[src/rtl/bin2bcd_seq_conv.sv]
// rtl/bin2bcd_seq_conv.sv - sequential shift-add-3 binary to packed BCD converter
//
// Converts one binaryNumberWidth-bit word per load into numberOfDigits BCD
// digits, one input bit per clock, with an optional two's-complement front end.
//
// Ports:
//   clk               rising-edge clock
//   rst               asynchronous active-low reset
//   binaryNumber      value to convert, sampled only when a load is accepted
//   load              start request, accepted in IDLE or DONE
//   busy              high while the W shift cycles run; load ignored then
//   BinaryDecimal     packed BCD result, digit 0 = units, all 9s on overflow
//   to2_10Sum         one-cycle done pulse; results valid from the same edge
//   overflow          value did not fit in numberOfDigits digits
//   isNegative        input was negative (signedMode only)
//   significantDigits digits up to the most significant nonzero (1 for zero)

module bin2bcd_seq_conv #(
  parameter int binaryNumberWidth = 32,
  parameter int busWidth          = 4,
  parameter int numberOfDigits    = 10,
  parameter bit signedMode        = 1'b0
) (
  input  logic                                         clk,
  input  logic                                         rst,
  input  logic [binaryNumberWidth-1:0]                 binaryNumber,
  input  logic                                         load,
  output logic                                         busy,
  output logic [numberOfDigits-1:0][busWidth-1:0]      BinaryDecimal,
  output logic                                         to2_10Sum,
  output logic                                         overflow,
  output logic                                         isNegative,
  output logic [$clog2(numberOfDigits+1)-1:0]          significantDigits
);

  localparam int W  = binaryNumberWidth;
  localparam int D  = numberOfDigits;
  localparam int AW = D * busWidth;
  localparam int CW = (W > 2) ? $clog2(W) : 1;
  localparam int SW = $clog2(D + 1);

  generate
    if (busWidth != 4) begin : g_bad_bus_width
      $error("bin2bcd_seq_conv: busWidth must be 4");
    end
    if (W < 2) begin : g_bad_width
      $error("bin2bcd_seq_conv: binaryNumberWidth must be at least 2");
    end
    if (D < 1) begin : g_bad_digits
      $error("bin2bcd_seq_conv: numberOfDigits must be at least 1");
    end
  endgenerate

  typedef enum logic [1:0] {
    ST_IDLE  = 2'd0,
    ST_SHIFT = 2'd1,
    ST_DONE  = 2'd2
  } state_t;

  state_t          state_q, state_d;
  logic [W-1:0]    shift_q, shift_d;
  logic [AW-1:0]   acc_q, acc_d;
  logic [CW-1:0]   cnt_q, cnt_d;
  logic            sticky_q, sticky_d;
  logic            neg_cap_q, neg_cap_d;
  logic            busy_q, busy_d;
  logic            done_q, done_d;
  logic [AW-1:0]   bcd_q, bcd_d;
  logic            ovf_q, ovf_d;
  logic            neg_q, neg_d;
  logic [SW-1:0]   sig_q, sig_d;

  // Datapath for one double-dabble step and for input capture.
  logic [AW-1:0]   acc_adj;
  logic [AW-1:0]   acc_shift;
  logic [W-1:0]    sr_shift;
  logic            top_out;
  logic            neg_in;
  logic [W-1:0]    mag_in;

  function automatic logic [AW-1:0] all_nines();
    logic [AW-1:0] v;
    v = '0;
    for (int i = 0; i < D; i++) begin
      v[i*busWidth +: busWidth] = busWidth'(9);
    end
    return v;
  endfunction

  // Position of the highest nonzero digit, plus one; zero still reports one digit.
  function automatic logic [SW-1:0] count_sig(input logic [AW-1:0] a);
    logic [SW-1:0] n;
    n = SW'(1);
    for (int i = 0; i < D; i++) begin
      if (a[i*busWidth +: busWidth] != '0) begin
        n = SW'(i + 1);
      end
    end
    return n;
  endfunction

  always_comb begin
    acc_adj = acc_q;
    for (int i = 0; i < D; i++) begin
      if (acc_q[i*busWidth +: busWidth] >= busWidth'(5)) begin
        acc_adj[i*busWidth +: busWidth] = acc_q[i*busWidth +: busWidth] + busWidth'(3);
      end
    end
    // A set top bit after adjustment means the top digit would reach 10 or more.
    top_out   = acc_adj[AW-1];
    acc_shift = {acc_adj[AW-2:0], shift_q[W-1]};
    sr_shift  = {shift_q[W-2:0], 1'b0};
  end

  always_comb begin
    neg_in = signedMode && binaryNumber[W-1];
    // Negating the most negative value wraps back to 2^(W-1), which is the
    // correct magnitude when read as unsigned.
    mag_in = neg_in ? (~binaryNumber + W'(1)) : binaryNumber;
  end

  always_comb begin
    state_d   = state_q;
    shift_d   = shift_q;
    acc_d     = acc_q;
    cnt_d     = cnt_q;
    sticky_d  = sticky_q;
    neg_cap_d = neg_cap_q;
    busy_d    = busy_q;
    done_d    = 1'b0;
    bcd_d     = bcd_q;
    ovf_d     = ovf_q;
    neg_d     = neg_q;
    sig_d     = sig_q;

    case (state_q)
      ST_IDLE, ST_DONE: begin
        if (load) begin
          state_d   = ST_SHIFT;
          shift_d   = mag_in;
          acc_d     = '0;
          cnt_d     = '0;
          sticky_d  = 1'b0;
          neg_cap_d = neg_in;
          busy_d    = 1'b1;
        end
      end

      ST_SHIFT: begin
        shift_d  = sr_shift;
        acc_d    = acc_shift;
        sticky_d = sticky_q | top_out;
        if (cnt_q == CW'(W - 1)) begin
          // Last shift: publish results straight from the post-shift value so
          // they line up with the done pulse.
          state_d = ST_DONE;
          busy_d  = 1'b0;
          done_d  = 1'b1;
          ovf_d   = sticky_q | top_out;
          neg_d   = neg_cap_q;
          if (sticky_q | top_out) begin
            bcd_d = all_nines();
            sig_d = SW'(D);
          end else begin
            bcd_d = acc_shift;
            sig_d = count_sig(acc_shift);
          end
        end else begin
          cnt_d = cnt_q + CW'(1);
        end
      end

      default: begin
        state_d = ST_IDLE;
      end
    endcase
  end

  always_ff @(posedge clk or negedge rst) begin
    if (!rst) begin
      state_q   <= ST_IDLE;
      shift_q   <= '0;
      acc_q     <= '0;
      cnt_q     <= '0;
      sticky_q  <= 1'b0;
      neg_cap_q <= 1'b0;
      busy_q    <= 1'b0;
      done_q    <= 1'b0;
      bcd_q     <= '0;
      ovf_q     <= 1'b0;
      neg_q     <= 1'b0;
      sig_q     <= '0;
    end else begin
      state_q   <= state_d;
      shift_q   <= shift_d;
      acc_q     <= acc_d;
      cnt_q     <= cnt_d;
      sticky_q  <= sticky_d;
      neg_cap_q <= neg_cap_d;
      busy_q    <= busy_d;
      done_q    <= done_d;
      bcd_q     <= bcd_d;
      ovf_q     <= ovf_d;
      neg_q     <= neg_d;
      sig_q     <= sig_d;
    end
  end

  assign busy              = busy_q;
  assign BinaryDecimal     = bcd_q;
  assign to2_10Sum         = done_q;
  assign overflow          = ovf_q;
  assign isNegative        = neg_q;
  assign significantDigits = sig_q;

endmodule

[config.mk]
export PLATFORM = sky130hd
export DESIGN_NAME = bin2bcd_seq_conv
export DESIGN_NICKNAME = d
export VERILOG_FILES = /design/src/rtl/bin2bcd_seq_conv.sv
export SDC_FILE = /design/constraint.sdc
export NUM_CORES = 1
export LEC_CHECK = 0
export ABC_CLOCK_PERIOD_IN_PS = 2200
export CORE_UTILIZATION = 46
export DETAILED_ROUTE_END_ITERATION = 16
export GPL_TIMING_DRIVEN = 0
export PLACE_DENSITY = 0.74
export REMOVE_ABC_BUFFERS = 1
export SLEW_MARGIN = 20
export SYNTH_ARGS = -nofsm -noshare
export SYNTH_HDL_FRONTEND = slang
export SYNTH_SLANG_ARGS = --single-unit
[constraint.sdc]
create_clock -name clk -period 2.2 [get_ports clk]
set_input_delay 0.44 -clock clk [delete_from_list [all_inputs] [get_ports clk]]
set_output_delay 0.44 -clock clk [all_outputs]
set_load 0.05 [all_outputs]
# Word-level counts from Yosys, hierarchy flattened
# Index checks and enable logic that the tools add are counted.
# totals
regBits	127
inputBits	35
output_inout_bits	48
wordCells	93
# op_classes
n_addsub	11
n_lt_le_gt_ge	10
n_eq_ne	6
muxes	38
bitwise	1
n_reduce_logical	17
# op_table
cell	n
40-bit two-way mux	2
40-bit one-hot mux with 2 select lines	1
4-bit two-way mux	19
32-bit one-hot mux with 2 select lines	1
4-bit by 2-bit adder with 4-bit output, second input constant	10
4-bit by 3-bit >= comparator with 1-bit output, second input constant	10
4-bit nonzero test	9
32-bit two-way mux	1
5-bit two-way mux	2
5-bit one-hot mux with 2 select lines	1
2-bit two-way mux	3
2-bit inequality test, second input constant	3
2-bit AND reduction	3
3-bit AND reduction	2
5-bit by 1-bit adder with 5-bit output, second input constant	1
5-bit == test, second input constant	1
1-bit two-way mux	5
1-bit one-hot mux with 2 select lines	2
2-bit one-hot mux with 2 select lines	1
2-bit by 1-bit == test with 1-bit output, second input constant	1
2-bit == test, second input constant	1
2-bit zero test	1
2-bit nonzero test	1
2-bit OR reduction	1
1-bit bitwise OR	1

# Longest topological paths before layout
# logic_depth
depth_word	13
ltp_mapped	10
ltp_nobuf	9

# Least setup slack after synthesis
# No wires, ideal clock.
# synth_timing
path_kind	reg-to-reg
from	register acc_q[20]
to	register sig_q[0] (netlist: significantDigits[0])
setup_ns	0.130
t_arrival_ns	1.803
required_ns	2.070
setup_slack_ns	0.267
stages_incl_launch_ff	10
path_buffers	0
synth_period_minus_slack_ns	1.933
path_cell_list	dfrtp_1 inv_1 ha_1 nand2b_1 a21oi_2 mux2_1 nand4_1 and2b_1 a21oi_1 o31ai_2
# synth_between
elab_chain_len	9
elab_cells_between_ends	11
classes_between	add/sub (1); order compare (1); mux (7); reduce/logical (2)
# synth_rtl
item	line	text
start: declaration	62	logic [AW-1:0] acc_q, acc_d;
start signal: assignment	183	acc_q <= '0;
start signal: assignment	196	acc_q <= acc_d;
4-bit by 2-bit adder with 4-bit output / 4-bit by 3-bit >= comparator with 1-bit output (equally long branches)	106, 105	
4-bit two-way mux (*)	105	if (acc_q[i*busWidth +: busWidth] >= busWidth'(5)) begin
4-bit nonzero test	95	if (a[i*busWidth +: busWidth] != '0) begin
4-bit two-way mux	95	
4-bit two-way mux (*) (4 in series)	95	
4-bit two-way mux (*)	161	if (sticky_q | top_out) begin
end signal: assignment	205	sig_q <= sig_d;
end: declaration	71	logic [SW-1:0] sig_q, sig_d;
# Mark *: on every way between the ends. The rest lies on a longest branch, timed or not.
# A chain may end at the register's enable or synchronous reset.

# Final worst setup path
# layout_timing
from	register acc_q[25]
to	register sig_q[2] (netlist: significantDigits[2])
# layout_between
elab_chain_len	8
elab_cells_between_ends	10
classes_between	add/sub (1); order compare (1); mux (6); reduce/logical (2)
# layout_rtl
item	line
4-bit by 2-bit adder with 4-bit output / 4-bit by 3-bit >= comparator with 1-bit output (equally long branches)	106, 105
4-bit two-way mux (*)	105
4-bit nonzero test	95
4-bit two-way mux	95
4-bit two-way mux (*) (3 in series)	95
4-bit two-way mux (*)	161
# Marked as above.

==> reports/qor.json <==
{
  "power.clock.fraction": {"value": 20.9, "unit": "%"},
  "crit_type": {"value": "register to register"},
  "n_antenna_cell": {"value": 0},
  "cts_inserted_buffers": {"value": 17},
  "run_status": {"value": "finished clean"},
  "synth_largest_type_area_fraction": {"value": 51.0, "unit": "%"},
  "net_switching_power_of_the_design": {"value": 5.59, "unit": "mW"},
  "post-route-util": {"value": 61.7, "unit": "%"},
  "ys_seq_area_share": {"value": 51.0, "unit": "%"},
  "post_synth_inst_count": {"value": 683},
  "die-height": {"value": 118, "unit": "um"},
  "ys_top_cells_by_count": {"value": "133 x sky130_fd_sc_hd__nand2_1, 127 x sky130_fd_sc_hd__dfrtp_1, 69 x sky130_fd_sc_hd__nor2_1"},
  "clock_skew": {"value": 8.15, "unit": "ps"},
  "place_congestion": {"value": 0.795},
  "tritoncts_clock_tree": {"value": "yes"},
  "die-width": {"value": 118, "unit": "um"},
  "design.portCount": {"value": 83},
  "clkTransAtPathRegs": {"value": 50, "unit": "ps"},
  "ctsLongestPathBuffers": {"value": 2},
  "holdCritPathClass": {"value": "input pin to asynchronous set/reset pin"},
  "netlist-cell-type-count": {"value": 49},
  "grt_setup_unrepaired": {"value": "true"},
  "achievable-frequency": {"value": 468, "unit": "MHz"},
  "synth_flop_cell": {"value": "sky130_fd_sc_hd__dfrtp_1"},
  "antenna_found_initial": {"value": 0},
  "worstSetupStartpointType": {"value": "register"},
  "maximum_number_of_pins_on_one_net_before_global_route_repair": {"value": 80},
  "cp_cell_sequence": {"value": "inv_2 -> ha_1 -> nand2b_1 -> a21oi_2 -> xnor2_2 -> nand4_1 -> nor2_2 -> nand3_1 -> a32o_1"},
  "multi_input_comb_area": {"value": 3050, "unit": "sq um"},
  "p_total": {"value": 13.2, "unit": "mW"},
  "postCtsHoldBufs": {"value": 0},
  "floorplan.initialDensity": {"value": 47.0, "unit": "%"},
  "peakVddDrop": {"value": 0.000620, "unit": "V"},
  "sequentialPowerShare": {"value": 30.7, "unit": "%"},
  "total_leakage_power": {"value": 3.57, "unit": "nW"},
  "ys_ff_latch": {"value": 127},
  "postLayoutSetupSlackWorst": {"value": 65.5, "unit": "ps"},
  "combPwrFrac": {"value": 48.3, "unit": "%"},
  "dr.pass1.iters": {"value": 6},
  "final-hold-violation-count": {"value": 0},
  "cp_max_fo": {"value": 3},
  "grt_overflow_total": {"value": 0},
  "drive_above_1_share": {"value": 13.5, "unit": "%"},
  "synth_most_common_cell": {"value": "sky130_fd_sc_hd__nand2_1"},
  "element_type_at_the_critical_path_end": {"value": "register"},
  "count_of_max_cap_constraint_violations": {"value": 0},
  "seq_area": {"value": 3180, "unit": "sq um"},
  "drv_slew": {"value": 0},
  "cts-root-buf": {"value": "sky130_fd_sc_hd__clkbuf_16"},
  "portBuffers": {"value": 81},
  "critPathRequiredTime": {"value": 2510, "unit": "ps"},
  "fillers": {"value": 1093},
  "drt_drc_violations_left": {"value": 0},
  "cellInternalPower": {"value": 7.59, "unit": "mW"},
  "placeableCoreArea": {"value": 13200, "unit": "sq um"},
  "area_growth_syn_to_layout": {"value": 31.3, "unit": "%"},
  "fin_setup_tns": {"value": 0, "unit": "ps"},
  "detailedPlacementHpwl": {"value": 9.55, "unit": "mm"},
  "avgRoutedWirePerCell": {"value": 16.5, "unit": "um"},
  "design.die.area": {"value": 14000, "unit": "sq um"},
  "mapped_area": {"value": 6230, "unit": "sq um"},
  "yosys_warnings": {"value": 0},
  "timing.critical_path.arrival": {"value": 2440, "unit": "ps"},
  "cts.htree.levels": {"value": 4},
  "final_nets": {"value": 822},
  "power.density_cell_area": {"value": 1610, "unit": "nW/um^2"},
  "totalWireLength": {"value": 15.8, "unit": "mm"},
  "synth-async-reset-ratio": {"value": 100, "unit": "%"},
  "max_slew.worst_pin.slew": {"value": 733, "unit": "ps"},
  "insertion_delay": {"value": 420, "unit": "ps"},
  "grt_first_pass_wirelength": {"value": 26.0, "unit": "mm"},
  "dpl_worst_slack": {"value": -1520, "unit": "ps"},
  "fin_crit_sh": {"value": 97.0, "unit": "%"},
  "synth-edff-count": {"value": 0},
  "cts_num_sinks": {"value": 127},
  "syn_avg_cell_area": {"value": 9.12, "unit": "sq um"},
  "p_sw_share": {"value": 42.4, "unit": "%"},
  "reg2regPathDepth": {"value": 9},
  "timing.final.setup_violations": {"value": 0},
  "synthTopCellsByArea": {"value": "sky130_fd_sc_hd__dfrtp_1 51%, sky130_fd_sc_hd__nand2_1 8.0%, sky130_fd_sc_hd__a31oi_1 4.8%, sky130_fd_sc_hd__ha_1 4.4%, sky130_fd_sc_hd__nor2_1 4.2%"},
  "globalRouteTotalUtil": {"value": 23.6, "unit": "%"},
  "final_period_minus_worst_setup_slack": {"value": 2130, "unit": "ps"},
  "cpPeakStageDelay": {"value": 410, "unit": "ps"},
  "crit_slowest_cell": {"value": "sky130_fd_sc_hd__dfrtp_1"},
  "std_cell_rows": {"value": 42},
  "initialDrtViolationCount": {"value": 361},
  "routed-via-count": {"value": 5337},
  "antenna_violating_nets_post_route": {"value": 0},
  "finalHoldWorstSlack": {"value": 62.2, "unit": "ps"},
  "yosys_top_cell_by_area": {"value": "sky130_fd_sc_hd__dfrtp_1"},
  "via_count_of_the_first_global_routing_pass": {"value": 5293},
  "worst_slew_margin_rel": {"value": 51.0, "unit": "%"},
  "routed_via_density": {"value": 5.59}
}
==> logic make-up after synthesis <==
kind of cell	Yosys count	synth area share, %
DFF	127	51.0
adders and majority gates	22	4.42
AOI/OAI and AO/OA	169	16.8
xor gates and xnor gates	11	1.55
and+or+nand+nor	280	20.6
other	1	0.0602
buffers and inverters	64	4.00
muxes	9	1.55
==> timing repair <==
action | CTS | global route
pin swaps | 1 | 10
cloned | 3 | 1
setup endpoints to repair | 48 | 5
resized for setup | 14 | 35
setup buffers | 1 | 13
==> flip-flops by register name, summed over array words and instances (netlist names) <==
register / flops
BinaryDecimal: 40
acc_q: 40
busy: 1
cnt_q: 5
overflow: 1
shift_q: 32
significantDigits: 4
state_q: 2
sticky_q: 1
to2_10Sum: 1
==> critical path: cells and delay by family, from the launching register on <==
family                   cells  cell delay, ps
AO/OA/AOI/OAI                2             500
flip-flops                   1             410
buffers and inverters        1              90
XOR/XNOR                     1             170
adder cells (fa/ha/maj)      1             190
AND/OR/NAND/NOR              4             660
==> final cells by class <==
type                    count  area share (%)
clock inverters             6           0.979
flip-flops and latches    127            38.9
well taps                 176            2.69
repair buffers             99            12.5
multi-input cells         495            37.3
inverters                  24            1.42
clock buffers              26            6.11
repair inverters            1           0.107
==> cells in the final DEF, fill, tap and decap left out, types with 3 or more instances in the layout <==
cell type                         count
sky130_fd_sc_hd__nor3b_1             14
sky130_fd_sc_hd__nand2b_1            12
sky130_fd_sc_hd__clkbuf_16           17
sky130_fd_sc_hd__buf_4               14
sky130_fd_sc_hd__o21ai_1             21
sky130_fd_sc_hd__nor3_1              11
sky130_fd_sc_hd__ha_2                 4
sky130_fd_sc_hd__o31ai_1              9
sky130_fd_sc_hd__clkbuf_8             4
sky130_fd_sc_hd__a21oi_2              6
sky130_fd_sc_hd__clkinv_2             4
sky130_fd_sc_hd__a21oi_4              3
sky130_fd_sc_hd__inv_1               19
sky130_fd_sc_hd__nand3_1             20
sky130_fd_sc_hd__nor2_1              66
sky130_fd_sc_hd__clkbuf_1             5
sky130_fd_sc_hd__xnor2_1              6
sky130_fd_sc_hd__clkdlybuf4s50_1     80
sky130_fd_sc_hd__ha_4                 4
sky130_fd_sc_hd__a22o_1              15
sky130_fd_sc_hd__buf_16               3
sky130_fd_sc_hd__o21ai_0             31
sky130_fd_sc_hd__dfrtp_1            125
sky130_fd_sc_hd__a21oi_1             23
sky130_fd_sc_hd__mux2_2               3
sky130_fd_sc_hd__ha_1                14
sky130_fd_sc_hd__a31oi_1             48
sky130_fd_sc_hd__nand2_1            132
sky130_fd_sc_hd__xnor2_2              4
sky130_fd_sc_hd__nand4_1              4
sky130_fd_sc_hd__inv_2                4
==> metrics by stage <==
step / instances / cell area (sq um)
after floorplan: 643 / 6070
after global placement: 900 / 7100
after detailed placement: 904 / 7250
after CTS: 940 / 7910
after global routing: 954 / 8180
final: 954 / 8180
==> power by group through the flow <==
stage	logic (mW)	registers, mW	clock network, mW
detailed placement	5.71	4.01	0
global placement	5.42	3.93	0
floorplan	3.50	4.48	0
finish	6.37	4.05	2.76
CTS	5.84	3.99	2.79
global route	6.94	4.17	2.92
==> routing by layer <==
metal	track usage (%)	up-vias	share of wire, %
met5	0	-	0
met4	8.57	0	2.0
met3	6.56	25	6.3
met2	38.5	187	50
met1	29.9	2597	42
li1	-	2528	-
==> path summary, 6_finish.rpt <==
kind | start | endpoint | slack [ps]
max | acc_q[25] | significantDigits[2] | 70
min | rst | acc_q[34] | 60
max reg2reg | acc_q[25] | significantDigits[2] | 70
min reg2reg | BinaryDecimal[29] | BinaryDecimal[29] | 470
max in group asynchronous | rst | acc_q[16] | 1430
min in group clk | BinaryDecimal[29] | BinaryDecimal[29] | 470
Note: power is estimated with default switching activity, not from simulation.
